--- src/rtl/mem_copy_engine.sv ---
// mem_copy_engine: overlap-safe block copy (optional fill) over one memory port.
// Fill path compiled in only when MEM_COPY_FILL_EN is defined.
module mem_copy_engine #(
  parameter int ADDR_W = 8,
  parameter int DATA_W = 8
) (
  input  logic              CLK,
  input  logic              reset,
  input  logic              Start,
  input  logic [ADDR_W-1:0] SrcAddr,
  input  logic [ADDR_W-1:0] DstAddr,
  input  logic [ADDR_W:0]   Length,
  input  logic              Fill,
  input  logic [DATA_W-1:0] FillValue,
  output logic              Busy,
  output logic              Done,
  output logic [ADDR_W:0]   Count,
  output logic [ADDR_W-1:0] MemAddr,
  output logic              MemRead,
  output logic              MemWrite,
  output logic [DATA_W-1:0] MemWData,
  input  logic [DATA_W-1:0] MemRData
);

  typedef enum logic [1:0] {
    S_IDLE,
    S_READ,
    S_WRITE,
    S_DONE
  } state_t;

  localparam logic [ADDR_W-1:0] A_ONE = 1;
  localparam logic [ADDR_W:0]   C_ONE = 1;

  state_t            r_state;
  state_t            w_next;
  logic [ADDR_W-1:0] r_src;
  logic [ADDR_W-1:0] r_dst;
  logic [ADDR_W:0]   r_len;
  logic [ADDR_W:0]   r_cnt;
  logic [DATA_W-1:0] r_hold;
  logic              r_back;

  logic [ADDR_W-1:0] w_diff;
  logic [ADDR_W-1:0] w_lenm1;
  logic              w_back;
  logic [ADDR_W:0]   w_cnt_inc;
  logic              w_last;
  logic              w_fill_in;
  logic              w_fill;
  logic [DATA_W-1:0] w_wdata;

`ifdef MEM_COPY_FILL_EN
  logic              r_fill;
  logic [DATA_W-1:0] r_fval;

  assign w_fill_in = Fill;
  assign w_fill    = r_fill;
  assign w_wdata   = r_fill ? r_fval : r_hold;

  // Latch fill request alongside the transfer parameters
  always_ff @(posedge CLK or negedge reset) begin
    if (!reset) begin
      r_fill <= 1'b0;
      r_fval <= '0;
    end else if (r_state == S_IDLE && Start) begin
      r_fill <= Fill;
      r_fval <= FillValue;
    end
  end
`else
  logic w_unused;

  assign w_unused  = ^{Fill, FillValue};
  assign w_fill_in = 1'b0;
  assign w_fill    = 1'b0;
  assign w_wdata   = r_hold;
`endif

  // Backward when destination starts inside the source run
  assign w_diff    = DstAddr - SrcAddr;
  assign w_lenm1   = Length[ADDR_W-1:0] - A_ONE;
  assign w_back    = !w_fill_in && (w_diff != '0) &&
                     ({1'b0, w_diff} < Length);
  assign w_cnt_inc = r_cnt + C_ONE;
  assign w_last    = (w_cnt_inc == r_len);

  // State register
  always_ff @(posedge CLK or negedge reset) begin
    if (!reset) r_state <= S_IDLE;
    else        r_state <= w_next;
  end

  // Next-state decode
  always_comb begin
    w_next = r_state;
    unique case (r_state)
      S_IDLE: begin
        if (Start) begin
          if (Length == '0)   w_next = S_DONE;
          else if (w_fill_in) w_next = S_WRITE;
          else                w_next = S_READ;
        end
      end
      S_READ:  w_next = S_WRITE;
      S_WRITE: begin
        if (w_last)      w_next = S_DONE;
        else if (w_fill) w_next = S_WRITE;
        else             w_next = S_READ;
      end
      S_DONE:  w_next = S_IDLE;
      default: w_next = S_IDLE;
    endcase
  end

  // Pointers, count and hold register
  always_ff @(posedge CLK or negedge reset) begin
    if (!reset) begin
      r_src  <= '0;
      r_dst  <= '0;
      r_len  <= '0;
      r_cnt  <= '0;
      r_hold <= '0;
      r_back <= 1'b0;
    end else begin
      unique case (r_state)
        S_IDLE: begin
          if (Start) begin
            r_cnt  <= '0;
            r_len  <= Length;
            r_back <= w_back;
            r_src  <= w_back ? SrcAddr + w_lenm1 : SrcAddr;
            r_dst  <= w_back ? DstAddr + w_lenm1 : DstAddr;
          end
        end
        S_READ:  r_hold <= MemRData;
        S_WRITE: begin
          r_cnt <= w_cnt_inc;
          r_src <= r_back ? r_src - A_ONE : r_src + A_ONE;
          r_dst <= r_back ? r_dst - A_ONE : r_dst + A_ONE;
        end
        default: ;
      endcase
    end
  end

  // Memory port and status decoded from registers only
  always_comb begin
    Busy     = 1'b0;
    Done     = 1'b0;
    MemAddr  = '0;
    MemRead  = 1'b0;
    MemWrite = 1'b0;
    MemWData = '0;
    unique case (r_state)
      S_READ: begin
        Busy    = 1'b1;
        MemAddr = r_src;
        MemRead = 1'b1;
      end
      S_WRITE: begin
        Busy     = 1'b1;
        MemAddr  = r_dst;
        MemWrite = 1'b1;
        MemWData = w_wdata;
      end
      S_DONE:  Done = 1'b1;
      default: ;
    endcase
  end

  assign Count = r_cnt;

endmodule

--- config.mk ---
export PLATFORM = sky130hd
export DESIGN_NAME = mem_copy_engine
export DESIGN_NICKNAME = d
export VERILOG_FILES = /design/src/rtl/mem_copy_engine.sv
export SDC_FILE = /design/constraint.sdc
export NUM_CORES = 1
export LEC_CHECK = 0
export BUFFER_PORTS_ARGS = -buffer_cell sky130_fd_sc_hd__buf_4
export CELL_PAD_IN_SITES_DETAIL_PLACEMENT = 1
export CELL_PAD_IN_SITES_GLOBAL_PLACEMENT = 2
export CORE_UTILIZATION = 37
export CTS_CLUSTER_DIAMETER = 50
export DETAILED_ROUTE_END_ITERATION = 10
export PLACE_DENSITY = 0.86
export SLEW_MARGIN = 10
export SYNTH_ARGS = -nofsm -noshare
export SYNTH_HDL_FRONTEND = slang
export SYNTH_SLANG_ARGS = --single-unit
export TNS_END_PERCENT = 1
--- constraint.sdc ---
create_clock -name CLK -period 4.41 [get_ports CLK]
set_input_delay 0.6615 -clock CLK [delete_from_list [all_inputs] [get_ports CLK]]
set_output_delay 0.6615 -clock CLK [all_outputs]
set_load 0.1 [all_outputs]
==> flow_metrics.tcl, run 1 <==
set metrics [dict create \
    synth.distinct_cells 58 \
    cts.clk_slew.worst_paths_ps 70 \
    initial_standard_cell_utilization_of_the_core 0.3880 \
    most_common_cell_after_layout_fill_and_taps_aside "sky130_fd_sc_hd__buf_4" \
    layout-drive-gt1-share 0.1839 \
    ys_top_cells_by_area "sky130_fd_sc_hd__dfrtp_1 26%, sky130_fd_sc_hd__ha_1 13%, sky130_fd_sc_hd__xnor2_1 5.3%, sky130_fd_sc_hd__o21ai_0 5.1%, sky130_fd_sc_hd__mux2i_1 4.7%" \
    clk_latency_ps 290 \
    async_reset_ff_frac 1.000 \
    synthesis.area_per_instance_um2 8.493 \
    fmax_ghz 0.2430 \
    fill_cells 1352 \
    routed_wirelength_um 12550 \
    cellPowerDensity_mw_per_mm2 742.0 \
    antenna_found_initial 0 \
    run_status "finished, final reports clean" \
    ys_seq_area_frac 0.2631 \
    tritoncts.num_buffers 5 \
    synth_top_area_cell "sky130_fd_sc_hd__dfrtp_1" \
    critPathLaunchType "input pin" \
    dieWidth_um 109.6 \
    finalSetupViolCount 0 \
    floorplan.rows 38 \
    synth-seq-cells 45 \
    mappedNetlistNets 600 \
    grt_max_degree 46 \
    timing.final.max_slew_violations 0 \
    fin_skew_ps 5.884 \
    required_time_of_the_worst_setup_path_ps 4570 \
    number_of_cells_in_the_finished_layout_apart_from_fillers 711 \
    tritoncts "yes" \
    yosys_most_used_dff "sky130_fd_sc_hd__dfrtp_1" \
    max-vdd-ir-drop_uv 595.4 \
    critical_path_peak_fanout 6 \
    final_antenna_net_count 0 \
    grt-ovfl-total 0 \
    most-common-layout-cells "75 x sky130_fd_sc_hd__buf_4, 46 x sky130_fd_sc_hd__ha_1, 45 x sky130_fd_sc_hd__dfrtp_1" \
    cts.path.max_buffers 2 \
    num_antenna_cells 0 \
    drc 0 \
    die_height_um 109.6 \
    clock-root-buffer "sky130_fd_sc_hd__clkbuf_16" \
    setup_total_negative_slack_ps 0 \
    setup.worst_path.class "in2reg" \
    holdCritPathClass "in2async" \
    syn_inst 504 \
    coreArea_mm2 0.01103 \
    finalWeightedCongestion 0.8232 \
    detailedPlacementHpwl_um 10160 \
    max_cap_violations 0 \
    p_leak_nw 2.384 \
    routed_wire_length_per_instance_um 17.64 \
    startpoint "DstAddr[0]" \
    first_global_vias 4130 \
    mappedNetlistArea_mm2 0.004280 \
    detailed_route_via_count 3934 \
    synth-edff-count 0 \
    regToRegStartpoint "r_back" \
    io-pin-count 74 \
    die_area_mm2 0.01200 \
    regToRegEndpoint "r_dst[6]" \
    firstDrtPassIters 4 \
    grt_util_overall 0.2254 \
    area_growth_syn_to_layout_pct 19.82 \
    synth_top_area_share 0.2631 \
    grt_pass1_wl_um 20910 \
    worst_setup_path_end_kind "flop" \
    htree_levels 2 \
    total_power_of_the_final_layout_w 0.003806 \
    clock_sink_count 45 \
    dp_cells 702 \
    period_minus_slack_ps 4115 \
    ys_warn_count 0 \
    post_drt_via_cell_ratio 5.533 \
    worst-r2r-setup-slack_ps 1670 \
    timing.slew.headroom 0.4218 \
    placement.io_buffers 64 \
    tightestPinTransition_ps 867.3 \
    drtIter0Drc 94 \
    design.final.nets 666 \
    finalHoldViolations 0 \
    period_share 0.9332 \
    arrival_ps 4280 \
    grt_setup_unrepaired "no" \
    r2r_cell_count 9 \
]
==> cell type report <==
type	count	area, µm²	area share
multi-input cells	408	2970	0.5792
flip-flops and latches	45	1126	0.2196
repair buffers	76	583.1	0.1137
well taps	140	175.2	0.03415
inverters	34	127.6	0.02488
clock buffers	5	125.1	0.02440
clock inverters	3	21.27	0.004147
==> cells in the mapped netlist (all sizes together) (3+ instances only) <==
cell	instances
a211oi	5
a21o	7
a21oi	33
a22oi	10
and2	10
and3	3
buf	4
clkbuf	13
dfrtp	45
fa	5
ha	46
inv	34
mux2	10
mux2i	20
nand2	42
nand2b	3
nand3	12
nand4	8
nor2	27
nor2b	15
nor3	15
o21a	9
o21ai	44
o221ai	4
o22ai	6
o31ai	3
or2	3
or3	5
or4	3
xnor2	26
xor2	13
==> through the flow <==
step           setup WS, ps  cell area, µm²  utilization  hold slack [ps]
3_5_place_dp         -252.0            4954       0.4491            490.0
3_3_place_gp         -195.4            4954       0.4491            480.2
5_1_grt               10.11            5129       0.4650            420.2
2_1_floorplan         205.0            4280            -            365.9
6_report              294.6            5129       0.4650            367.0
4_1_cts               43.30            5100       0.4623            398.3
==> how the worst max path moves through the flow <==
stage	endpoint	depth (start not counted)
after floorplan	r_src[7]	16
after global placement	r_dst[2]	17
after detailed placement	r_src[2]	17
after CTS	r_src[2]	17
after global routing	r_src[7]	19
final	r_src[7]	19
==> timing repair <==
action                                  CTS  global route
endpoints found under the setup margin    0            14
hold buffers                              0             0
buffers inserted                          0             1
gates resized for setup                   0             1
==> registers in the layout (all words and copies together), names as in the netlist <==
name     cells
r_dst        8
Count        9
r_state      2
r_hold       8
r_back       1
r_len        9
r_src        8
==> report_power, final <==
part / internal, W / switching (W) / leakage (nW)
Clock: 0.000211 / 0.000164 / 0.0702
Combinational: 0.000876 / 0.00177 / 1.77
Sequential: 0.000594 / 0.000195 / 0.546
==> kinds of logic after synthesis <==
kind of cell | Yosys count | share of synthesized area
flops | 45 | 0.2631
fa+ha+maj | 51 | 0.1578
xor+xnor | 39 | 0.07980
buf+inv | 51 | 0.04501
mux | 30 | 0.07308
compound gates | 139 | 0.2078
simple gates | 149 | 0.1733
==> worst max-delay path, cell delays in order <==
cell and delay (ps):
sky130_fd_sc_hd__buf_4 120, sky130_fd_sc_hd__inv_1 90, sky130_fd_sc_hd__ha_1 170, sky130_fd_sc_hd__inv_1 50, sky130_fd_sc_hd__fa_1 430, sky130_fd_sc_hd__a211oi_2 270
sky130_fd_sc_hd__o21ai_0 130, sky130_fd_sc_hd__a21oi_1 210, sky130_fd_sc_hd__xor2_1 210, sky130_fd_sc_hd__inv_1 70, sky130_fd_sc_hd__ha_1 320, sky130_fd_sc_hd__nand4_1 100
sky130_fd_sc_hd__a21o_1 160, sky130_fd_sc_hd__a311oi_1 240, sky130_fd_sc_hd__buf_4 170, sky130_fd_sc_hd__buf_4 130, sky130_fd_sc_hd__nor3_1 50, sky130_fd_sc_hd__and3_1 190
sky130_fd_sc_hd__or4_1 510
==> metal layers <==
| metal | vias to the layer above | wire (µm) | GRT usage |
|---|---|---|---|
| li1 | 1936 | - | - |
| met1 | 1880 | 5705 | 0.3013 |
| met2 | 101 | 6009 | 0.3801 |
| met3 | 17 | 571 | 0.02193 |
| met4 | 0 | 259 | 0.07524 |
| met5 | - | 0 | 0 |
(Power assumes the default switching activity.)
==> run 2, diff against run 1 <==
Settings changed: CORE_UTILIZATION 37 to 31, PLACE_DENSITY 0.86 to default, PLACE_DENSITY_LB_ADDON from default to 0.08.
Clock period 4.41 ns to 3.5 ns, I/O delays scaled along.
==> flow_metrics.tcl, run 2 (synthesis results as in run 1) <==
set metrics [dict create \
    critical_path.n_buffers_inverters 5 \
    drc 0 \
    critPathLaunchType "input pin" \
    regToRegEndpoint "r_src[6]" \
    run_status "finished, final reports clean" \
    grt-ovfl-total 0 \
    final_antenna_net_count 0 \
    max_stage_delay_ps 490 \
    io-pin-count 74 \
    cts.path.max_buffers 2 \
    first_global_vias 4319 \
    design.final.nets 705 \
    period_share 0.9828 \
    tightestPinTransition_ps 608.4 \
    layout-drive-gt1-share 0.2656 \
    clock-root-buffer "sky130_fd_sc_hd__clkbuf_16" \
    finalWeightedCongestion 0.8182 \
    placement.io_buffers 64 \
    firstDrtPassIters 4 \
    routed_wirelength_um 13470 \
    finalHoldViolations 0 \
    tritoncts "yes" \
    crit_chain "buf_8 -> inv_6 -> ha_4 -> inv_2 -> fa_2 -> a211oi_4 -> buf_4 -> o21bai_4 -> and2_2 -> ha_2 -> a21o_1 -> a211oi_4 -> a311oi_4 -> buf_4 -> a32oi_1 -> o21ai_1 -> or4_1" \
    worst_setup_path_end_kind "flop" \
    required_time_of_the_worst_setup_path_ps 3660 \
    total_power_of_the_final_layout_w 0.004923 \
    grt_pass1_wl_um 22260 \
    holdCritPathClass "in2async" \
    worst_hold_slack_ps 251.1 \
    fin_skew_ps 4.959 \
    grt_util_overall 0.1973 \
    post_drt_via_cell_ratio 5.117 \
    detailedPlacementHpwl_um 11030 \
    most-common-layout-cells "113 x sky130_fd_sc_hd__buf_4, 45 x sky130_fd_sc_hd__dfrtp_1, 43 x sky130_fd_sc_hd__ha_1" \
    tritoncts.num_buffers 5 \
    fmax_ghz 0.2907 \
    grt_setup_unrepaired "yes" \
    slowest_stage_cell_cp "sky130_fd_sc_hd__or4_1" \
    routed_wire_length_per_instance_um 17.13 \
    grt_max_degree 46 \
    timing.final.max_slew_violations 0 \
    clk_latency_ps 290 \
    die_area_mm2 0.01428 \
    max-vdd-ir-drop_uv 250.5 \
    area_growth_syn_to_layout_pct 30.63 \
    htree_levels 2 \
    period_minus_slack_ps 3440 \
    detailed_route_via_count 4022 \
    setup.worst_path.class "in2reg" \
    die_height_um 119.5 \
    setup_total_negative_slack_ps 0 \
    timing.slew.headroom 0.5944 \
    initial_standard_cell_utilization_of_the_core 0.3207 \
    place_area_mm2 0.005298 \
    floorplan.rows 42 \
    worst-r2r-setup-slack_ps 1030 \
    most_common_cell_after_layout_fill_and_taps_aside "sky130_fd_sc_hd__buf_4" \
    cellPowerDensity_mw_per_mm2 880.4 \
    finalSetupViolCount 0 \
    final_core_util 0.4189 \
    worst_path_dominant_cell_family "compound AO/OA/AOI/OAI gates" \
    num_antenna_cells 0 \
    arrival_ps 3600 \
    critical_path_peak_fanout 4 \
    dieWidth_um 119.5 \
    stdcell_area_mm2 0.005592 \
    cts.clk_slew.worst_paths_ps 60 \
    regToRegStartpoint "r_back" \
    drtIter0Drc 123 \
    p_leak_nw 2.563 \
    coreArea_mm2 0.01335 \
    max_cap_violations 0 \
    r2r_cell_count 9 \
    antenna_found_initial 0 \
    clock_sink_count 45 \
]
run 2: cell count changes in the layout (fill, tap and decap cells not counted), sizes merged:
cell	previous run	this run
buf	76	115
inv	35	34
clkinvlp	1	2
clkbuf	5	6
clkinv	1	0
run 2: worst max path at each step:
| stage | start | endpoint | slack [ps] | cells after the start |
|---|---|---|---|---|
| after floorplan | r_state[0] | MemAddr[4] | -380 | 6 |
| after global placement | DstAddr[0] | r_src[7] | -520 | 17 |
| after detailed placement | DstAddr[0] | r_src[7] | -610 | 17 |
| after CTS | DstAddr[0] | r_src[7] | -50 | 17 |
| after global routing | SrcAddr[1] | r_src[7] | -90 | 16 |
| final | DstAddr[0] | r_src[7] | 60 | 17 |
run 2: final cells by class:
| class | instances | area [µm²] |
|---|---|---|
| clock inverters | 2 | 15.01 |
| well taps | 176 | 220.2 |
| flip-flops and latches | 45 | 1126 |
| inverters | 34 | 132.6 |
| multi-input cells | 408 | 3085 |
| fillers | 1591 | 7756 |
| clock buffers | 6 | 128.9 |
| repair buffers | 115 | 883.3 |
run 2: power by group:
part | internal (W) | leakage [nW] | switching [W]
clock | 0.000265 | 0.0631 | 0.000196
combinational | 0.00119 | 1.95 | 0.00228
sequential | 0.000748 | 0.546 | 0.000241
run 2: worst reg2reg max path, cell delays in order, from the launching register on:
cell                       delay, ps
sky130_fd_sc_hd__dfrtp_1         550
sky130_fd_sc_hd__inv_1           250
sky130_fd_sc_hd__fa_1            450
sky130_fd_sc_hd__nor2b_1         120
sky130_fd_sc_hd__o21ai_0         100
sky130_fd_sc_hd__a21boi_0        300
sky130_fd_sc_hd__o21ai_0         170
sky130_fd_sc_hd__mux2i_1         170
sky130_fd_sc_hd__o221ai_1        130
sky130_fd_sc_hd__a21oi_1         150
run 2: stage by stage:
stage,instances,setup WS (ps)
after floorplan,504,-378.2
after global placement,775,-515.1
after CTS,786,-54.48
final,786,60.30
after detailed placement,775,-611.1
after global routing,786,-88.86
run 2: layer usage:
layer  GRT usage  up-vias  part of all wire
li1            -     2016                 -
met3     0.02234       12             0.026
met5           0        -                 0
met2      0.3400       63              0.48
met4     0.05703        0             0.017
met1      0.2587     1931              0.48
run 2: repair_timing:
action | CTS | global route
setup endpoints to repair | 17 | 17
gates cloned | 0 | 0
gates resized for setup | 15 | 12
pin swaps | 13 | 11
endpoints found under the hold margin | 0 | 0
hold buffers | 0 | 0
buffers inserted | 3 | 1
==> run 3, diff against run 2 <==
Settings changed: BUFFER_PORTS_ARGS -buffer_cell sky130_fd_sc_hd__buf_4 to default, CORE_UTILIZATION 31 to 35, DONT_BUFFER_PORTS from default to 1.
==> flow_metrics.tcl, run 3 (synthesis results as in run 1) <==
set metrics [dict create \
    run_status "finished, final reports clean" \
    cellPowerDensity_mw_per_mm2 947.8 \
    tritoncts.num_buffers 5 \
    max-vdd-ir-drop_uv 334.8 \
    most_common_cell_after_layout_fill_and_taps_aside "sky130_fd_sc_hd__buf_4" \
    grt_pass1_wl_um 20850 \
    most-common-layout-cells "56 x sky130_fd_sc_hd__buf_4, 45 x sky130_fd_sc_hd__dfrtp_1, 42 x sky130_fd_sc_hd__o21ai_0, 42 x sky130_fd_sc_hd__nand2_1, 42 x sky130_fd_sc_hd__ha_1" \
    grt_setup_unrepaired "yes" \
    crit_chain "clkinv_16 -> ha_4 -> inv_2 -> fa_2 -> a211oi_2 -> o21ai_1 -> a21oi_2 -> xor2_1 -> inv_1 -> ha_4 -> buf_6 -> a211oi_4 -> a311oi_4 -> buf_4 -> a32oi_1 -> o21ai_1 -> or4_1" \
    regToRegEndpoint "r_dst[6]" \
    firstDrtPassIters 4 \
    period_share 0.9603 \
    slowest_stage_cell_cp "sky130_fd_sc_hd__or4_1" \
    area_growth_syn_to_layout_pct 20.70 \
    layout-drive-gt1-share 0.1913 \
    die_area_mm2 0.01268 \
    max_stage_delay_ps 510 \
    initial_standard_cell_utilization_of_the_core 0.3578 \
    io-pin-count 74 \
    routed_wire_length_per_instance_um 18.26 \
    floorplan.rows 40 \
    fin_skew_ps 5.927 \
    drtIter0Drc 108 \
    finalHoldViolations 0 \
    arrival_ps 3530 \
    cts.clk_slew.worst_paths_ps 70 \
    regToRegStartpoint "r_back" \
    grt-ovfl-total 0 \
    detailedPlacementHpwl_um 10310 \
    setup.worst_path.class "in2reg" \
    critical_path_peak_fanout 3 \
    die_height_um 112.6 \
    fill_cells 1404 \
    setup_total_negative_slack_ps 0 \
    final_core_util 0.4319 \
    detailed_route_via_count 3801 \
    post-route-worst-setup-slack_ps 139.0 \
    p_leak_nw 2.337 \
    cts.path.max_buffers 2 \
    dieWidth_um 112.6 \
    critPathLaunchType "input pin" \
    placement.io_buffers 0 \
    clk_latency_ps 300 \
    finalWeightedCongestion 0.8024 \
    holdCritPathClass "in2async" \
    period_minus_slack_ps 3361 \
    grt_max_degree 46 \
    tightestPinTransition_ps 982.5 \
    first_global_vias 3986 \
    max_cap_violations 0 \
    htree_levels 2 \
    post_drt_via_cell_ratio 5.422 \
    num_antenna_cells 0 \
    worst_setup_path_end_kind "flop" \
    worst-r2r-setup-slack_ps 640 \
    coreArea_mm2 0.01196 \
    place_worst_setup_slack_ps -520.0 \
    clock-root-buffer "sky130_fd_sc_hd__clkbuf_16" \
    routed_wirelength_um 12800 \
    r2r_cell_count 9 \
    required_time_of_the_worst_setup_path_ps 3670 \
    final_antenna_net_count 0 \
    finalSetupViolCount 0 \
    drc 0 \
    number_of_cells_in_the_finished_layout_apart_from_fillers 701 \
    design.final.nets 649 \
    startpoint "DstAddr[0]" \
    grt_util_overall 0.2115 \
    timing.final.max_slew_violations 0 \
    antenna_found_initial 0 \
    fmax_ghz 0.2975 \
    timing.slew.headroom 0.3466 \
    clock_sink_count 45 \
    tritoncts "yes" \
    dp_cells 686 \
]
[run 3: what timing repair did]
item	in CTS	in global routing
setup buffers	2	4
pin swaps	10	12
hold buffers	1	0
endpoints found under the hold margin	45	0
resized for setup	10	10
endpoints found under the setup margin	13	14
[run 3: cell type report]
cell class	count	area (µm²)	area share
multi-input combinational	408	3055	0.5914
sequential	45	1126	0.2180
timing repair buffer	59	479.2	0.09276
tap	147	183.9	0.03560
inverter	34	153.9	0.02979
clock buffer	6	128.9	0.02495
clock inverter	2	38.79	0.007508
[run 3: worst max path at each step]
| stage | end | cells past startpoint |
|---|---|---|
| 2_1_floorplan | MemAddr[4] | 6 |
| 4_1_cts | r_src[7] | 16 |
| 6_report | r_src[7] | 17 |
| 3_3_place_gp | r_src[7] | 16 |
| 5_1_grt | r_src[7] | 17 |
| 3_5_place_dp | r_src[7] | 16 |
[run 3: stage by stage]
| step | total power (W) | cell area [µm²] | hold WS [ps] |
|---|---|---|---|
| after floorplan | 0.003527 | 4289 | 229.4 |
| after global placement | 0.004235 | 4833 | 230.5 |
| after detailed placement | 0.004313 | 4833 | 230.7 |
| after CTS | 0.004923 | 5097 | 81.89 |
| after global routing | 0.005237 | 5166 | 75.47 |
| final | 0.004896 | 5166 | 65.38 |
[run 3: power breakdown]
part / switching (W) / internal, W / leakage (nW)
Clock: 0.000209 / 0.000339 / 0.0810
Sequential: 0.000217 / 0.000748 / 0.546
Combinational: 0.00225 / 0.00114 / 1.71
[run 3: layer usage]
metal | track usage | wire length, µm | vias up
met5 | 0 | 0 | -
li1 | - | - | 1899
met1 | 0.2714 | 5916 | 1831
met4 | 0.06756 | 266 | 0
met3 | 0.03888 | 484 | 12
met2 | 0.3584 | 6131 | 59
[run 3: critical path: cells and delay by family]
family	cells	cell delay [ps]
xor gates and xnor gates	1	200
and+or+nand+nor	1	510
buffers and inverters	5	440
AOI/OAI and AO/OA	7	1140
adders and majority gates	3	690
